File: src/rtl/ram_arbiter.sv
// Round-robin arbiter sharing one RAM port between CPUS cores (instruction + data channel each).
// Optional grant watchdog enabled by defining ARB_TIMEOUT_EN.
module ram_arbiter #(
    parameter int CPUS           = 2,
    parameter int WORD_W         = 32,
    parameter int TIMEOUT_CYCLES = 64,
    localparam int PTR_W         = (CPUS > 2) ? 2 : 1
) (
    input  logic                     CLK,
    input  logic                     RST,
    input  logic [CPUS-1:0]          iREN,
    input  logic [CPUS-1:0]          dREN,
    input  logic [CPUS-1:0]          dWEN,
    input  logic [CPUS*WORD_W-1:0]   iaddr,
    input  logic [CPUS*WORD_W-1:0]   daddr,
    input  logic [CPUS*WORD_W-1:0]   dstore,
    output logic [CPUS-1:0]          iwait,
    output logic [CPUS-1:0]          dwait,
    output logic [CPUS*WORD_W-1:0]   iload,
    output logic [CPUS*WORD_W-1:0]   dload,
    output logic                     ramREN,
    output logic                     ramWEN,
    output logic [WORD_W-1:0]        ramaddr,
    output logic [WORD_W-1:0]        ramstore,
    input  logic [WORD_W-1:0]        ramload,
    input  logic [1:0]               ramstate,
    output logic                     arb_err,
    output logic                     arb_state,
    output logic [PTR_W-1:0]         rr_ptr
);

    localparam logic [0:0] IDLE  = 1'b0;
    localparam logic [0:0] GRANT = 1'b1;

    localparam logic [1:0] GT_WR = 2'd0;
    localparam logic [1:0] GT_RD = 2'd1;
    localparam logic [1:0] GT_IF = 2'd2;

    localparam logic [1:0] RS_ACCESS = 2'd2;
    localparam logic [1:0] RS_ERROR  = 2'd3;

    if (CPUS < 2 || CPUS > 4 || TIMEOUT_CYCLES < 1) begin : g_bad_config
        $error("ram_arbiter: CPUS must be 2..4 and TIMEOUT_CYCLES >= 1");
    end

    logic [0:0]       state;
    logic [PTR_W-1:0] gcore;
    logic [1:0]       gtype;

    logic [WORD_W-1:0] iaddr_a  [CPUS];
    logic [WORD_W-1:0] daddr_a  [CPUS];
    logic [WORD_W-1:0] dstore_a [CPUS];

    for (genvar k = 0; k < CPUS; k++) begin : g_unpack
        assign iaddr_a[k]  = iaddr[k*WORD_W +: WORD_W];
        assign daddr_a[k]  = daddr[k*WORD_W +: WORD_W];
        assign dstore_a[k] = dstore[k*WORD_W +: WORD_W];
    end

    function automatic logic [PTR_W-1:0] next_ptr(input logic [PTR_W-1:0] p);
        return (p == PTR_W'(CPUS - 1)) ? '0 : p + 1'b1;
    endfunction

    // Round-robin pick: first requesting core at or after rr_ptr.
    logic [CPUS-1:0]  req;
    logic             any_req;
    logic             found;
    logic [PTR_W-1:0] idx;
    logic [PTR_W-1:0] pick_core;
    logic [1:0]       pick_type;

    assign req     = dWEN | dREN | iREN;
    assign any_req = |req;

    always_comb begin
        found     = 1'b0;
        pick_core = '0;
        idx       = rr_ptr;
        for (int i = 0; i < CPUS; i++) begin
            if (!found && req[idx]) begin
                found     = 1'b1;
                pick_core = idx;
            end
            idx = next_ptr(idx);
        end
        if (dWEN[pick_core])      pick_type = GT_WR;
        else if (dREN[pick_core]) pick_type = GT_RD;
        else                      pick_type = GT_IF;
    end

    // Handshake: a core's wait stays high until the single cycle in which its
    // granted request sees ramstate==ACCESS; that cycle the wait drops and the
    // matching load output carries ramload. A withdrawn or reset grant never pulses.
    logic still_req;
    logic active;
    logic granted;
    logic access;
    logic timeout;

    always_comb begin
        case (gtype)
            GT_WR:   still_req = dWEN[gcore];
            GT_RD:   still_req = dREN[gcore];
            default: still_req = iREN[gcore];
        endcase
    end

    assign active  = (state == GRANT) && !RST;
    assign granted = active && still_req;
    assign access  = granted && (ramstate == RS_ACCESS);

    always_comb begin
        iwait    = '1;
        dwait    = '1;
        iload    = '0;
        dload    = '0;
        ramREN   = 1'b0;
        ramWEN   = 1'b0;
        ramaddr  = '0;
        ramstore = '0;
        if (active) begin
            ramaddr = (gtype == GT_IF) ? iaddr_a[gcore] : daddr_a[gcore];
            if (gtype == GT_WR) ramstore = dstore_a[gcore];
        end
        if (granted) begin
            ramWEN = (gtype == GT_WR);
            ramREN = (gtype != GT_WR);
        end
        for (int k = 0; k < CPUS; k++) begin
            if (access && gcore == PTR_W'(k)) begin
                if (gtype == GT_IF) begin
                    iwait[k]                  = 1'b0;
                    iload[k*WORD_W +: WORD_W] = ramload;
                end else begin
                    dwait[k]                  = 1'b0;
                    dload[k*WORD_W +: WORD_W] = ramload;
                end
            end
        end
    end

`ifdef ARB_TIMEOUT_EN
    localparam int CNT_W = $clog2(TIMEOUT_CYCLES + 1);
    logic [CNT_W-1:0] tcnt;

    // Held at zero in IDLE so every GRANT starts counting from zero.
    always_ff @(posedge CLK) begin
        if (RST || state == IDLE) tcnt <= '0;
        else if (!access)         tcnt <= tcnt + 1'b1;
    end

    assign timeout = (tcnt == CNT_W'(TIMEOUT_CYCLES - 1));
`else
    assign timeout = 1'b0;
`endif

    always_ff @(posedge CLK) begin
        if (RST) begin
            state   <= IDLE;
            rr_ptr  <= '0;
            gcore   <= '0;
            gtype   <= GT_WR;
            arb_err <= 1'b0;
        end else begin
            case (state)
                IDLE: begin
                    if (any_req) begin
                        gcore <= pick_core;
                        gtype <= pick_type;
                        state <= GRANT;
                    end
                end
                GRANT: begin
                    if (!still_req) begin
                        state <= IDLE;
                    end else if (ramstate == RS_ACCESS) begin
                        state  <= IDLE;
                        rr_ptr <= next_ptr(gcore);
                    end else begin
                        if (ramstate == RS_ERROR) arb_err <= 1'b1;
                        if (timeout) begin
                            arb_err <= 1'b1;
                            state   <= IDLE;
                            rr_ptr  <= next_ptr(gcore);
                        end
                    end
                end
                default: state <= IDLE;
            endcase
        end
    end

    assign arb_state = state;

endmodule
File: config.mk
export PLATFORM = sky130hd
export DESIGN_NAME = ram_arbiter
export DESIGN_NICKNAME = d
export VERILOG_FILES = /design/src/rtl/ram_arbiter.sv
export SDC_FILE = /design/constraint.sdc
export NUM_CORES = 1
export LEC_CHECK = 0
export CORE_AREA = 3 3 168 170
export DETAILED_ROUTE_END_ITERATION = 10
export DIE_AREA = 0 0 171 173
export GPL_ROUTABILITY_DRIVEN = 0
export SLEW_MARGIN = 25
export SYNTH_ARGS = -nofsm -noshare
export SYNTH_HDL_FRONTEND = slang
export SYNTH_SLANG_ARGS = --single-unit
File: constraint.sdc
create_clock -name CLK -period 5.1 [get_ports CLK]
set_clock_uncertainty 0.1 [all_clocks]
set_input_delay 1.02 -clock CLK [delete_from_list [all_inputs] [get_ports CLK]]
set_output_delay 1.02 -clock CLK [all_outputs]
set_load 0.01 [all_outputs]
# --- Word level (Yosys, flattened, before mapping) ---
# Cells that the tools add are included.
op_classes:
  addsub: 2
  n_lt_le_gt_ge: 5
  eq_ne: 4
  mux: 53
  n_bitwise: 6
  n_reduce_logical: 14
op_table:
  columns: ["operator", "n"]
  rows:
  - ["32-bit 2-to-1 mux", 19]
  - ["1-bit 2-to-1 mux", 30]
  - ["1-bit by 2-bit < comparator with 1-bit output (second input constant)", 4]
  - ["2-bit equality test (second input constant)", 3]
  - ["1-bit logical AND", 6]
  - ["2-bit 2-to-1 mux", 2]
  - ["2-bit OR", 2]
  - ["1-bit one-hot mux with 2 select lines", 2]
  - ["4-bit AND reduction", 1]
  - ["1-bit NOT", 3]
  - ["3-bit AND reduction", 1]
  - ["1-bit adder (second input constant)", 2]
  - ["2-bit by 1-bit equality test with 1-bit output (second input constant)", 1]
  - ["2-bit >= comparator (second input constant)", 1]
  - ["1-bit logical NOT", 2]
  - ["2-bit logical NOT", 1]
  - ["1-bit NOT with 2-bit output", 1]
  - ["2-bit AND reduction", 1]
  - ["2-bit nonzero test", 1]
  - ["2-bit OR reduction", 1]
totals:
  regBits: 6
  input_bits: 234
  out_inout_bits: 201
  wordCells: 89

# --- Depth between registers and ports, before layout ---
logic_depth:
  depth_word: 12
  ltp_mapped: 6
  depth_no_buf: 4

# --- Worst setup path before layout ---
# Ideal clock, no wire load.
synth_path:
  path_type: "in2out"
  from: "input port RST"
  to: "output port ramstore[10]"
  t_arrival_ns: 2.149
  t_required_ns: 3.980
  setup_slack_ns: 1.831
  stages: 6
  n_path_buf: 3
  cell_sequence: "clkbuf_1 -> nand2b_4 -> or3_1 -> clkbuf_1 -> buf_2 -> nor2_1"
synth_via:
  elab_chain_cells: 3
synth_lines:
  columns: ["item", "line_no", "text"]
  rows:
  - ["start: declaration", "10", "input logic RST,"]
  - ["1-bit logical NOT", "108", "assign active = (state == GRANT) && !RST;"]
  - ["1-bit logical AND", "108", null]
  - ["32-bit 2-to-1 mux", "121", "if (active) begin"]
  - ["end: declaration", "24", "output logic [WORD_W-1:0] ramstore,"]
# No other way between the ends.

# --- Worst setup path after layout ---
layout_path:
  from: "input port dWEN[0]"
  to: "output port dload[7]"
layout_via:
  elab_chain_cells: 7
layout_lines:
  columns: ["item", "line_no", "text"]
  rows:
  - ["start: declaration", "13", "input logic [CPUS-1:0] dWEN,"]
  - ["1-bit 2-to-1 mux (implied by the code) (2 in series)", "102", "GT_WR: still_req = dWEN[gcore];"]
  - ["1-bit one-hot mux with 2 select lines", "101", "case (gtype)"]
  - ["1-bit logical AND", "109", "assign granted = active && still_req;"]
  - ["1-bit logical AND", "110", "assign access = granted && (ramstate == RS_ACCESS);"]
  - ["1-bit logical AND", "130", "if (access && gcore == PTR_W'(k)) begin"]
  - ["32-bit 2-to-1 mux", "130", null]
  - ["end: declaration", "20", "output logic [CPUS*WORD_W-1:0] dload,"]
# No other way between the ends. The select of a mux whose other input is x is not followed.

==> implementation parameters <==
Parameter                              Value

Power
  Reported leakage power    2.64 nW
  Clk network pwr share    0.206
  Fraction of power consumed by sequential logic    0.091
  Internal    0.000458 W
  Total net switching power    0.000185 W
  Power per standard cell area    84.5 nW/µm²
  Switching power as a share of total power    0.288
  IR drop worst, VDD    ~0.00010 V
  Proportion of power drawn by combinational gates    0.704

Synthesis
  Gate count of the mapped netlist    350
  Number of storage elements in the synthesis netlist    6
  Cell area after synthesis    between 2000 and 3000 µm²
  Simple-gate area share of the yosys netlist    0.447
  Fraction of the yosys area taken by sequential cells    0.0421
  Area fraction in compound gates after synthesis    0.0566
  Synthesized-area fraction occupied by adder cells    0
  Number of different library cells in the post-synthesis netlist    34
  Post-Syn Area per Cell    8.15 µm²
  Dominant combinational cell family by area after synthesis    simple AND/OR/NAND/NOR gates
  Synth Warn #    0
  Mux share of post-synthesis cell area    0.377
  Post-synth net total    584
  Xor/xnor share of the synthesized area    0

Drt
  Detailed-router iteration count before antenna repair    4
  Residual antenna-violating net count after detailed routing    0
  Drt wl/cell    between 15 and 20 µm
  Detailed Route Iter0 Violations    85
  Remaining design rule violation count    0
  Routed via count    4164
  Wire length reported by the detailed router    17400 µm
  Vias per Instance    3.78

Cells and area
  Area used by multi-input combinational logic    2510 µm²
  Area grow syn2layout    166%
  Nets    997
  Post-route insts no fill    1103
  Commonest non-fill, non-tap cells in the layout    sky130_fd_sc_hd__clkdlybuf4s50_1, sky130_fd_sc_hd__and2_1, sky130_fd_sc_hd__nor2_1
  Most common cell after layout, fill and taps aside    sky130_fd_sc_hd__clkdlybuf4s50_1
  Ratio of cells with drive above 1 in the final layout    0.0669
  Sequential cell area    roughly 120 µm²
  Final standard cell area without fillers    7600 µm²
  Final-layout fill cell count    2881
  # diodes    0

Floorplan
  Die height    173 µm
  Horizontal die dimension    171 µm
  Core area    26900 µm²
  Effective utilization at floorplan    0.106
  Placement row count    60
  I/O pin count    435
  Overall die area    between 20000 and 30000 µm²

Flow run
  MaxCap Viol Count    0

Critical path
  Classification of the worst setup path    input port to output pin
  WP data arrival    3.22 ns
  Biggest fanout along the worst timing path    33
  Type of element capturing the critical path    output pin
  Data required, critical path    3.98 ns
  Nature of the critical path startpoint    input port
  Reg2Reg Depth    5

Run status
  Status    complete, no violations

GRT
  First-pass GRT wire length    between 20000 and 30000 µm
  Total GRT Usage    0.107
  Initial antenna violation count    0
  Total grt overflow    0
  Number of global-route vias before repair    4266
  Maximum number of pins on one net before global-route repair    64

Clocking
  CTS H-Tree Depth    1
  Clk sink count    6
  PostCTS Resize Cnt    0
  Cts bufs inserted    3
  CTS tree    built
  Hold buffer count at cts    0
  Clock transition at path regs    around 0.030 ns
  Buffer depth of the longest clock path    2
  Buffer count from post-CTS setup fixing    0
  CTS root buffer    sky130_fd_sc_hd__clkbuf_16
  Later-pin clock latency in the skew report    about 0.23 ns

STA
  Setup-failing EPs final    0
  Setup repair after global routing missed its margin    no
  Relative slew slack    0.646
  Crit share post-route    0.852
  Final hold violations    0
  Achievable clock frequency    230 MHz
  Max Transition Viols Final    0
  Slew at the pin closest to its max-slew limit    0.531 ns
  TNS Setup    0 ns
  Final min period    4.34 ns

Hold path
  Hold-critical path depth    2
  Hold WC Path Type    register to register

Placement
  Post-DP Area    7500 µm²
  Number of instances in the placed design    1098
  Sum of net half-perimeters after detailed placement    15000 µm
  Number of buffers added on ports    434
## metal layers
layer,global-route usage,wire length [µm],vias up
met2,0.212,9060,252
met4,0.00838,55,0
met5,0,0,-
li1,-,-,2020
met3,0.0231,1670,4
met1,0.119,6610,1888
## power by group through the flow
stage | registers, W | logic (W) | clock network, W
floorplan | 0.0000548 | 0.000163 | 0
global placement | 0.0000589 | 0.000453 | 0
detailed placement | 0.0000591 | 0.000455 | 0
CTS | 0.0000584 | 0.000458 | 0.000134
global route | 0.0000594 | 0.000485 | 0.000138
finish | 0.0000582 | 0.000452 | 0.000132
## cell families (layout without fill, tap and decap cells)
family                 after synthesis  count (layout)
AND/OR/NAND/NOR                    217             217
multiplexers                        67              67
buffers and inverters               38             450
AO/OA/AOI/OAI                       22              22
flip-flops                           6               6
## critical path: stages
cell,delay (ns)
sky130_fd_sc_hd__clkdlybuf4s50_1,0.55
sky130_fd_sc_hd__mux2i_2,0.13
sky130_fd_sc_hd__a22oi_4,0.27
sky130_fd_sc_hd__and4_4,0.46
sky130_fd_sc_hd__and2_1,0.23
sky130_fd_sc_hd__clkdlybuf4s50_1,0.55
## per-stage QoR
stage / hold WS (ns) / setup WS [ns] / util / total power (W)
after CTS: 0.379 / 0.758 / 0.282 / 0.000650
after global placement: 0.368 / 0.782 / 0.279 / 0.000511
after floorplan: 0.393 / 1.83 / - / 0.000217
after detailed placement: 0.374 / 0.765 / 0.279 / 0.000515
final: 0.373 / 0.755 / 0.283 / 0.000642
after global routing: 0.407 / 0.634 / 0.283 / 0.000682
## state kept, by name (all words and copies together), names as in the netlist
name and flops:
rr_ptr 1, arb_state 1, gcore 1, gtype 2
arb_err 1
## layout make-up
cell class              instances  share of cell area
well taps                     341              0.0562
multi-input cells             306               0.331
inverters                       5             0.00247
repair buffers                441               0.584
clock buffers                   4              0.0104
flip-flops and latches          6              0.0163
## synth_stat cells (all sizes together)
cell	n	area share
a22o	1	0.0031
and4	2	0.0079
o21ai	5	0.0088
a31o	1	0.0031
and3	2	0.0044
nor3b	1	0.0026
a22oi	1	0.0075
mux2i	35	0.12
and2	128	0.28
nor2b	37	0.081
nand2	2	0.0026
o2bb2ai	1	0.0031
o22ai	1	0.0022
a2111oi	1	0.0031
a2111o	1	0.0039
nand2b	3	0.0092
a21oi	7	0.014
inv	5	0.0066
buf	23	0.055
o21bai	2	0.0053
nor2	38	0.050
nand3b	1	0.0026
a211o	1	0.0031
clkbuf	10	0.015
dfxtp	6	0.042
or3	1	0.0022
nor3	2	0.0035
mux4	32	0.25
## final timing paths
| check | slack (ns) | from | end |
|---|---|---|---|
| max | 0.76 | dWEN[0] | dload[7] |
| min reg2reg | 0.37 | arb_err$_SDFFE_PP0P_ | arb_err$_SDFFE_PP0P_ |
| min | 0.37 | arb_err$_SDFFE_PP0P_ | arb_err$_SDFFE_PP0P_ |
| max reg2reg | 3.64 | arb_state$_SDFF_PP0_ | arb_state$_SDFF_PP0_ |
Power figures use the tool's default switching activity.
